### src/rtl/structures.sv
// Shared types for the MEM-stage controller: memory op encoding, FSM states,
// lane geometry and small op-classification helpers.
package structures;

  localparam int WORD_W = 32;
  localparam int BE_W   = 4;
  localparam int BYTE_W = 8;
  localparam int HALF_W = 16;

  typedef enum logic [3:0] {
    MEM_NONE = 4'd0,
    MEM_LB   = 4'd1,
    MEM_LBU  = 4'd2,
    MEM_LH   = 4'd3,
    MEM_LHU  = 4'd4,
    MEM_LW   = 4'd5,
    MEM_SB   = 4'd6,
    MEM_SH   = 4'd7,
    MEM_SW   = 4'd8
  } mem_op_t;

  typedef enum logic [1:0] {
    ST_IDLE   = 2'd0,
    ST_REQ    = 2'd1,
    ST_WAIT_R = 2'd2,
    ST_RESP   = 2'd3
  } mem_state_t;

  function automatic logic op_is_load(input mem_op_t op);
    logic r;
    case (op)
      MEM_LB, MEM_LBU, MEM_LH, MEM_LHU, MEM_LW: r = 1'b1;
      default:                                  r = 1'b0;
    endcase
    return r;
  endfunction

  function automatic logic op_is_store(input mem_op_t op);
    logic r;
    case (op)
      MEM_SB, MEM_SH, MEM_SW: r = 1'b1;
      default:                r = 1'b0;
    endcase
    return r;
  endfunction

  // Natural alignment: words on 4-byte, halfwords on 2-byte boundaries.
  function automatic logic op_misaligned(input mem_op_t op, input logic [1:0] lane);
    logic r;
    case (op)
      MEM_LW, MEM_SW:          r = (lane != 2'b00);
      MEM_LH, MEM_LHU, MEM_SH: r = lane[0];
      default:                 r = 1'b0;
    endcase
    return r;
  endfunction

endpackage

### src/rtl/mem_lane_align.sv
// Combinational lane steering: store byte enables / replicated write data,
// and load byte/halfword extraction with sign or zero extension.
module mem_lane_align
  import structures::*;
(
  input  mem_op_t           op,
  input  logic [1:0]        lane,
  input  logic [WORD_W-1:0] store_data,
  input  logic [WORD_W-1:0] rdata,
  output logic [BE_W-1:0]   be,
  output logic [WORD_W-1:0] wdata,
  output logic [WORD_W-1:0] load_data
);

  logic [BYTE_W-1:0] byte_s;
  logic [HALF_W-1:0] half_s;

  // Store byte enables and lane-replicated write data
  always_comb begin
    be    = 4'h0;
    wdata = store_data;
    case (op)
      MEM_SB: begin
        be    = 4'b0001 << lane;
        wdata = {4{store_data[BYTE_W-1:0]}};
      end
      MEM_SH: begin
        be    = lane[1] ? 4'b1100 : 4'b0011;
        wdata = {2{store_data[HALF_W-1:0]}};
      end
      MEM_SW, MEM_LB, MEM_LBU, MEM_LH, MEM_LHU, MEM_LW: be = 4'hF;
      default: be = 4'h0;
    endcase
  end

  // Select the addressed byte and halfword from the read word
  always_comb begin
    byte_s = rdata[7:0];
    case (lane)
      2'd0:    byte_s = rdata[7:0];
      2'd1:    byte_s = rdata[15:8];
      2'd2:    byte_s = rdata[23:16];
      2'd3:    byte_s = rdata[31:24];
      default: byte_s = rdata[7:0];
    endcase
    if (lane[1]) begin
      half_s = rdata[31:16];
    end else begin
      half_s = rdata[15:0];
    end
  end

  // Extend the selected lane to a full register value
  always_comb begin
    load_data = 32'h0;
    case (op)
      MEM_LB:  load_data = {{(WORD_W-BYTE_W){byte_s[BYTE_W-1]}}, byte_s};
      MEM_LBU: load_data = {{(WORD_W-BYTE_W){1'b0}}, byte_s};
      MEM_LH:  load_data = {{(WORD_W-HALF_W){half_s[HALF_W-1]}}, half_s};
      MEM_LHU: load_data = {{(WORD_W-HALF_W){1'b0}}, half_s};
      MEM_LW:  load_data = rdata;
      default: load_data = 32'h0;
    endcase
  end

endmodule

### src/rtl/mem_stage_ctrl.sv
// MEM-stage controller: one memory op at a time between EX/MEM and MEM/WB.
// Define MEM_ALIGN_CHECK_EN to trap misaligned LW/SW/LH/LHU/SH without a memory request.
module mem_stage_ctrl
  import structures::*;
#(
  parameter int ADDR_W    = 32,
  parameter int REG_IDX_W = 5
) (
  input  logic                 clk,
  input  logic                 rst_n,
  input  logic                 in_valid,
  output logic                 in_ready,
  input  mem_op_t              mem_op,
  input  logic [ADDR_W-1:0]    addr,
  input  logic [WORD_W-1:0]    store_data,
  input  logic [REG_IDX_W-1:0] rd_in,
  input  logic                 wb_en_in,
  output logic                 out_valid,
  output logic [WORD_W-1:0]    result,
  output logic [REG_IDX_W-1:0] rd_out,
  output logic                 wb_en_out,
  output logic                 misalign,
  output logic                 dm_req,
  output logic                 dm_we,
  output logic [BE_W-1:0]      dm_be,
  output logic [ADDR_W-1:0]    dm_addr,
  output logic [WORD_W-1:0]    dm_wdata,
  input  logic                 dm_gnt,
  input  logic                 dm_rvalid,
  input  logic [WORD_W-1:0]    dm_rdata
);

  mem_state_t           state_q, state_d;
  mem_op_t              op_q, op_d;
  logic [ADDR_W-1:0]    addr_q, addr_d;
  logic [WORD_W-1:0]    sdata_q, sdata_d;
  logic [REG_IDX_W-1:0] rd_q, rd_d;
  logic                 wb_en_q, wb_en_d;
  logic                 mis_q, mis_d;
  logic [WORD_W-1:0]    result_q, result_d;

  logic                 misaligned_s;
  logic                 pass_s;
  logic [BE_W-1:0]      be_s;
  logic [WORD_W-1:0]    wdata_s;
  logic [WORD_W-1:0]    load_data_s;

`ifdef MEM_ALIGN_CHECK_EN
  assign misaligned_s = op_misaligned(mem_op, addr[1:0]);
`else
  assign misaligned_s = 1'b0;
`endif

  // Unknown encodings are treated like NONE so they can never reach memory.
  assign pass_s = ~op_is_load(mem_op) & ~op_is_store(mem_op);

  mem_lane_align u_lane (
    .op         (op_q),
    .lane       (addr_q[1:0]),
    .store_data (sdata_q),
    .rdata      (dm_rdata),
    .be         (be_s),
    .wdata      (wdata_s),
    .load_data  (load_data_s)
  );

  // Next-state and captured-operation logic
  always_comb begin
    state_d  = state_q;
    op_d     = op_q;
    addr_d   = addr_q;
    sdata_d  = sdata_q;
    rd_d     = rd_q;
    wb_en_d  = wb_en_q;
    mis_d    = mis_q;
    result_d = result_q;
    case (state_q)
      ST_IDLE: begin
        if (in_valid) begin
          op_d     = mem_op;
          addr_d   = addr;
          sdata_d  = store_data;
          rd_d     = rd_in;
          mis_d    = misaligned_s;
          wb_en_d  = wb_en_in & ~op_is_store(mem_op) & ~misaligned_s;
          result_d = (pass_s & ~misaligned_s) ? WORD_W'(addr) : 32'h0;
          state_d  = (pass_s | misaligned_s) ? ST_RESP : ST_REQ;
        end else begin
          state_d = ST_IDLE;
        end
      end
      ST_REQ: begin
        if (dm_gnt) begin
          state_d = op_is_store(op_q) ? ST_RESP : ST_WAIT_R;
        end else begin
          state_d = ST_REQ;
        end
      end
      ST_WAIT_R: begin
        if (dm_rvalid) begin
          result_d = load_data_s;
          state_d  = ST_RESP;
        end else begin
          state_d = ST_WAIT_R;
        end
      end
      ST_RESP: state_d = ST_IDLE;
      default: state_d = ST_IDLE;
    endcase
  end

  // State and operation registers; reset abandons any in-flight access
  always_ff @(posedge clk or negedge rst_n) begin
    if (!rst_n) begin
      state_q  <= ST_IDLE;
      op_q     <= MEM_NONE;
      addr_q   <= {ADDR_W{1'b0}};
      sdata_q  <= 32'h0;
      rd_q     <= {REG_IDX_W{1'b0}};
      wb_en_q  <= 1'b0;
      mis_q    <= 1'b0;
      result_q <= 32'h0;
    end else begin
      state_q  <= state_d;
      op_q     <= op_d;
      addr_q   <= addr_d;
      sdata_q  <= sdata_d;
      rd_q     <= rd_d;
      wb_en_q  <= wb_en_d;
      mis_q    <= mis_d;
      result_q <= result_d;
    end
  end

  // in_ready is masked by rst_n so every output reads 0 while reset is held.
  assign in_ready  = rst_n & (state_q == ST_IDLE);
  assign out_valid = (state_q == ST_RESP);
  assign result    = result_q;
  assign rd_out    = rd_q;
  assign wb_en_out = wb_en_q;
  assign misalign  = mis_q;

  assign dm_req   = (state_q == ST_REQ);
  assign dm_we    = dm_req & op_is_store(op_q);
  assign dm_be    = dm_req ? be_s : 4'h0;
  assign dm_addr  = dm_req ? {addr_q[ADDR_W-1:2], 2'b00} : {ADDR_W{1'b0}};
  assign dm_wdata = dm_we ? wdata_s : 32'h0;

endmodule

### config.mk
export PLATFORM = sky130hd
export DESIGN_NAME = mem_stage_ctrl
export DESIGN_NICKNAME = d
export VERILOG_FILES = /design/src/rtl/structures.sv /design/src/rtl/mem_lane_align.sv /design/src/rtl/mem_stage_ctrl.sv
export SDC_FILE = /design/constraint.sdc
export NUM_CORES = 1
export LEC_CHECK = 0
export CAP_MARGIN = 10
export CORE_MARGIN = 5
export CORE_UTILIZATION = 45
export CTS_CLUSTER_DIAMETER = 50
export DETAILED_ROUTE_END_ITERATION = 16
export GPL_ROUTABILITY_DRIVEN = 0
export GPL_TIMING_DRIVEN = 0
export PLACE_DENSITY_LB_ADDON = 0.08
export SLEW_MARGIN = 20
export SYNTH_ARGS = -nofsm -noshare
export SYNTH_HDL_FRONTEND = slang
export SYNTH_SLANG_ARGS = --single-unit
### constraint.sdc
create_clock -name clk -period 2.21 [get_ports clk]
set_input_delay 0.5525 -clock clk [delete_from_list [all_inputs] [get_ports clk]]
set_output_delay 0.5525 -clock clk [all_outputs]
set_load 0.05 [all_outputs]
==> run metrics, run 1 <==
status finished with violations; violations in the final reports negative setup slack; DPL Wire Length approximately 15000 um; cell leakage power 3.878 nW; average cell area after synthesis 10.40 um^2; worst hold slack after final layout 0.1068 ns; die height around 120 um; Worst Tran Pin Value ~0.64 ns; distinct cell type count of the synthesized netlist 47; ranking of synthesized cells by area sky130_fd_sc_hd__dfrtp_1 (47%), sky130_fd_sc_hd__mux2_2 (15%), sky130_fd_sc_hd__a21oi_1 (5.9%), sky130_fd_sc_hd__and2_1 (4.5%), sky130_fd_sc_hd__nand2_1 (2.6%); crit path setup slack, layout -0.2354 ns; total placed cells including tap cells 950; number of buffers created by CTS 9; effective utilization at floorplan 0.4592; sum of negative setup slack -6.648 ns; peak ir drop on the vdd network 0.0007504 V; number of global-route vias before repair slightly below 6000; detail-routed net length per standard cell between 20 and 25 um; clk slew on worst S/H paths roughly 0.070 ns; Layout area overhead 62.21%; number of hold-slack violations in the final timing report 0; initial antenna violation count 0; peak fanout along the critical path 5; synthesis-stage register bit count ~110; clk buf depth 2; startpoint kind of the worst setup timing path register; total number of vias about 5600; Yosys warning total 0; number of enable-type register cells in the synthesized netlist 0; Main synth FF type sky130_fd_sc_hd__dfrtp_1; number of buffers inserted by port buffering approximately 220; Worst-Skew Late Latency 0.35 ns; antenna diode count 0; Slew Limit Fails 0; met3 WL post-DR approximately 1800 um; H-tree lvl count 3; placed standard-cell area 8598 um^2; RSZ-0062 raised after global routing yes; footprint of the flip-flops and latches around 2700 um^2; Rel. slew slack 0.5729; power per standard cell area between 1500 and 2000 nW/um^2; Initial DRT Pass Iterations 5; length of routed wiring on met1 just over 8000 um; maximum clock skew at final layout between 0.008 and 0.009 ns; classification of the worst-slack hold path input pin to asynchronous set/reset pin; WP data arrival about 1.9 ns; maximum frequency from static timing analysis 408.9 MHz; Max Used Layer met4; antenna viol nets, final 0; Crit path required time around 1.7 ns; die width between 100 and 150 um; sequential cell area fraction in the yosys report 0.4664; total number of clock tree sinks 108; global routing usage summed across all routing layers 0.2627; post-synthesis cell type with the largest combined area sky130_fd_sc_hd__dfrtp_1; largest net degree at the start of global routing 73; finished layout cell area between 9000 and 10000 um^2; Final Non-Filler Cells approximately 990; Via-to-Cell Ratio 5.682; number of DRC markers in iteration 0 420; layout cell share with drive strength beyond 1 0.3712; wire length of the first global-routing pass 30750 um; critical path class register to output pin; CTS tree done; boundary pin count about 220; portion of the clock cycle consumed by the worst path in the final layout 1.107; post-synthesis async set-or-reset flop share 1.000; detailed-routed wire length on met2 around 10000 um; end-of-flow core utilization 0.7448; Commonest cells post-synth sky130_fd_sc_hd__dfrtp_1 (108), sky130_fd_sc_hd__mux2_2 (76), sky130_fd_sc_hd__a21oi_1 (68), sky130_fd_sc_hd__and2_1 (42), sky130_fd_sc_hd__nand2_1 (40); cell chosen for the clock root sky130_fd_sc_hd__clkbuf_16; critical path endpoint category output pin; cell area after technology mapping around 5800 um^2; # setup viols final 37; placeable core region roughly 13000 um^2; multi-input combinational cell area around 3300 um^2; floorplan die area approximately 15000 um^2; row count 41; GRT Residual Overflow 0; most common cell in the netlist sky130_fd_sc_hd__dfrtp_1; Final Critical Period around 2.4 ns; remaining routing DRC violations 0; final routed wirelength across all metal layers around 20000 um; quantity of hold-fixing buffers added after cts 0; Post-Syn Instances 557; number of nets in the layout ~930; number of max-capacitance violations reported 0; portion of synthesized cell area occupied by the leading cell type 0.4664; filler cell count between 900 and 1000
[cell families after synthesis]
group	count (synthesis)	share of synthesized area
AOI/OAI and AO/OA	157	0.1743
xor gates and xnor gates	2	0.004320
other	1	0.0006472
and+or+nand+nor	146	0.1298
buffers and inverters	52	0.04232
DFF	108	0.4664
muxes	91	0.1823
[power breakdown]
| group | internal (mW) | total, mW | switching [mW] |
|---|---|---|---|
| combinational | 3.78 | 9.49 | 5.71 |
| clock | 1.05 | 1.75 | 0.702 |
| sequential | 3.00 | 3.72 | 0.718 |
| total | 7.83 | 15.0 | 7.13 |
[flip-flops by register name, indices dropped and copies added (netlist names)]
register   cells
sdata_q       32
addr_q        32
state_q        2
wb_en_out      1
result        32
op_q           4
rd_out         5
[cell type report]
cell class	instances	share of cell area
repair inverters	2	0.001731
clock inverters	4	0.007721
well taps	172	0.02290
flip-flops and latches	108	0.2879
repair buffers	245	0.2572
multi-input cells	400	0.3530
inverters	6	0.003594
clock buffers	11	0.02689
plain buffers	43	0.03900
[worst max-delay path: stages, from the launching register on]
cell                        delay, ns
sky130_fd_sc_hd__dfrtp_1         0.40
sky130_fd_sc_hd__buf_8           0.14
sky130_fd_sc_hd__nor3_4          0.20
sky130_fd_sc_hd__nand2_2         0.09
sky130_fd_sc_hd__nand2_4         0.12
sky130_fd_sc_hd__nand2_8         0.08
sky130_fd_sc_hd__clkbuf_16       0.17
sky130_fd_sc_hd__a211oi_4        0.17
sky130_fd_sc_hd__buf_6           0.19
[path summary, 6_finish.rpt]
| path | slack (ns) | depth (start not counted) | to | start |
|---|---|---|---|---|
| setup / recovery | -0.24 | 8 | dm_wdata[29] | op_q[0]$_DFFE_PN0P_ |
| hold / removal | 0.11 | 1 | addr_q[11]$_DFFE_PN0P_ | rst_n |
| setup reg to reg | 0.12 | 6 | result[8]$_DFFE_PN0P_ | op_q[1]$_DFFE_PN0P_ |
| hold reg to reg | 0.49 | 1 | result[11]$_DFFE_PN0P_ | result[11]$_DFFE_PN0P_ |
| max in group asynchronous | 1.41 | 2 | op_q[1]$_DFFE_PN0P_ | rst_n |
| min in group clk | 0.49 | 1 | result[11]$_DFFE_PN0P_ | result[11]$_DFFE_PN0P_ |
[cells in the final DEF (no fill, tap or decap), types with 6 or more instances in the layout]
master,netlist,final
sky130_fd_sc_hd__a211o_1,6,6
sky130_fd_sc_hd__a211oi_4,0,8
sky130_fd_sc_hd__a21oi_1,68,51
sky130_fd_sc_hd__a21oi_4,0,14
sky130_fd_sc_hd__a221o_1,7,7
sky130_fd_sc_hd__a22oi_1,7,7
sky130_fd_sc_hd__and2_1,42,26
sky130_fd_sc_hd__and2_2,0,7
sky130_fd_sc_hd__and2_4,0,9
sky130_fd_sc_hd__buf_2,19,14
sky130_fd_sc_hd__buf_4,5,47
sky130_fd_sc_hd__buf_6,1,49
sky130_fd_sc_hd__clkbuf_1,20,6
sky130_fd_sc_hd__clkbuf_16,0,12
sky130_fd_sc_hd__clkbuf_2,0,7
sky130_fd_sc_hd__clkbuf_8,0,8
sky130_fd_sc_hd__clkdlybuf4s50_1,0,147
sky130_fd_sc_hd__dfrtp_1,108,105
sky130_fd_sc_hd__mux2_2,76,76
sky130_fd_sc_hd__mux2i_1,11,11
sky130_fd_sc_hd__nand2_1,40,35
sky130_fd_sc_hd__nor2_1,37,32
sky130_fd_sc_hd__o21ai_0,16,13
sky130_fd_sc_hd__o22ai_1,16,16
[metrics by stage]
step                power (mW)  setup slack (ns)
finish                   14.96           -0.2354
global route             15.68           -0.3135
CTS                      14.70           -0.2501
detailed placement       12.40           -0.8852
global placement         12.20            -4.136
floorplan                9.726          -0.08319
[what timing repair did]
action / 4_1_cts / 5_1_grt
endpoints found under the setup margin: 154 / 111
gates resized for setup: 499 / 33
setup buffers: 12 / 11
pin swaps: 9 / 11
cloned: 6 / 0
[routing by layer]
metal  vias to the layer above  GRT usage
li1                       2527          -
met1                      2780     0.3308
met2                       279     0.4346
met3                        45    0.06404
met4                         0     0.1066
met5                         -          0
Note: power is estimated with default switching activity, not from simulation.
==> inputs of run 2 (changes only) <==
- HOLD_SLACK_MARGIN: not set -> 0.08
- SKIP_LAST_GASP: not set -> 1
==> run metrics, run 2 (synthesis results as in run 1) <==
remaining routing DRC violations 0; number of max-capacitance violations reported 0; antenna viol nets, final 0; peak ir drop on the vdd network roughly 0.00075 V; crit path setup slack, layout -0.2390 ns; Via-to-Cell Ratio 5.677; commonest non-fill, non-tap cell in the layout sky130_fd_sc_hd__clkdlybuf4s50_1; startpoint kind of the worst setup timing path register; row count approximately 40; total number of vias roughly 5600; Worst-Skew Late Latency 0.35 ns; wire length of the first global-routing pass about 31000 um; number of hold-slack violations in the final timing report 0; CP max stage cell sky130_fd_sc_hd__dfrtp_1; initial antenna violation count 0; die height approximately 120 um; clk slew on worst S/H paths ~0.07 ns; critical path endpoint category output pin; detail-routed net length per standard cell 20.52 um; cell leakage power 3.867 nW; die width 123.5 um; maximum clock skew at final layout 0.007806 ns; RSZ-0062 raised after global routing yes; Slew Limit Fails 0; peak fanout along the critical path 5; cells along the critical path buf_8, nor3_4, nand2_2, nand2_4, nand2_8, clkbuf_16, a211oi_4, buf_6; number of DRC markers in iteration 0 447; placeable core region between 10000 and 15000 um^2; Rel. slew slack 0.5711; H-tree lvl count 3; clk buf depth 2; floorplan die area 15250 um^2; status finished with violations; classification of the worst-slack hold path input pin to asynchronous set/reset pin; total number of clock tree sinks ~110; Crit path required time ~1.7 ns; maximum frequency from static timing analysis 408.3 MHz; Max stage delay on crit path about 0.40 ns; sum of negative setup slack -6.725 ns; CTS tree done; final routed wirelength across all metal layers 20340 um; portion of the clock cycle consumed by the worst path in the final layout 1.108; number of buffers created by CTS 9; critical path class register to output pin; power per standard cell area 1590 nW/um^2; boundary pin count between 200 and 250; number of buffers inserted by port buffering around 220; most frequent cells in the layout sky130_fd_sc_hd__clkdlybuf4s50_1 (147), sky130_fd_sc_hd__dfrtp_1 (105), sky130_fd_sc_hd__mux2_2 (76), sky130_fd_sc_hd__a21oi_1 (51), sky130_fd_sc_hd__buf_4 (50); total placed cells including tap cells 950; WP data arrival between 1.5 and 2 ns; GRT Residual Overflow 0; # setup viols final 37; number of nets in the layout 926; cell chosen for the clock root sky130_fd_sc_hd__clkbuf_16; Final Non-Filler Cells between 900 and 1000; effective utilization at floorplan 0.4592; Worst Tran Pin Value approximately 0.64 ns; Layout area overhead 61.69%; Initial DRT Pass Iterations 5; Final Critical Period 2.449 ns; layout cell share with drive strength beyond 1 0.3700; global routing usage summed across all routing layers 0.2623; violations in the final reports negative setup slack; antenna diode count 0; largest net degree at the start of global routing 73; number of global-route vias before repair 5846; DPL Wire Length 15100 um
## run 2: final timing paths
path | from | end | slack [ns] | cells past startpoint
max reg2reg | op_q[1]$_DFFE_PN0P_ | result[8]$_DFFE_PN0P_ | 0.13 | 6
min reg2reg | result[11]$_DFFE_PN0P_ | result[11]$_DFFE_PN0P_ | 0.49 | 1
max in group asynchronous | rst_n | op_q[1]$_DFFE_PN0P_ | 1.40 | 2
max | op_q[0]$_DFFE_PN0P_ | dm_wdata[29] | -0.24 | 8
min in group clk | result[11]$_DFFE_PN0P_ | result[11]$_DFFE_PN0P_ | 0.49 | 1
min | rst_n | addr_q[11]$_DFFE_PN0P_ | 0.11 | 1
## run 2: layer usage
layer	global-route usage	routed length [um]	vias to the layer above
met2	0.4339	9828	286
met5	0	0	-
met4	0.1066	674	0
li1	-	-	2522
met3	0.06404	1799	45
met1	0.3301	8034	2773
## run 2: worst max-delay path: cells and delay by family (launching register included)
kind,cells,cell delay [ns]
and+or+nand+nor,4,0.48
DFF,1,0.40
buffers and inverters,3,0.50
AOI/OAI and AO/OA,1,0.17
## run 2: report_power, final
part	internal [mW]	switching [mW]
clock	1.05	0.700
sequential	3.00	0.716
combinational	3.74	5.69
## run 2: stage by stage
step | setup WS, ns | instance area, um^2 | hold slack, ns | power, mW | utilization
2_1_floorplan | -0.08319 | 6172 | 0.2569 | 9.726 | -
3_3_place_gp | -4.136 | 8569 | 0.4732 | 12.20 | 0.6791
3_5_place_dp | -0.8852 | 8598 | 0.4778 | 12.40 | 0.6813
4_1_cts | -0.2501 | 9224 | 0.1135 | 14.65 | 0.7309
5_1_grt | -0.3174 | 9369 | 0.1239 | 15.62 | 0.7424
6_report | -0.2390 | 9369 | 0.1071 | 14.90 | 0.7424
## run 2: what timing repair did
item,in CTS,in global routing
buffers inserted,12,11
hold buffers,0,0
gates resized for setup,489,32
endpoints found under the setup margin,154,113
gates cloned,6,0
pin swaps,9,11
## run 2: final cells by class
cell class,count,area (um^2)
inverter,6,33.78
multi-input combinational,400,3316
timing repair buffer,245,2399
sequential,108,2706
clock inverter,4,72.57
fill,930,3251
timing repair inverter,2,16.27
buffer,43,357.8
tap,172,215.2
clock buffer,11,252.7
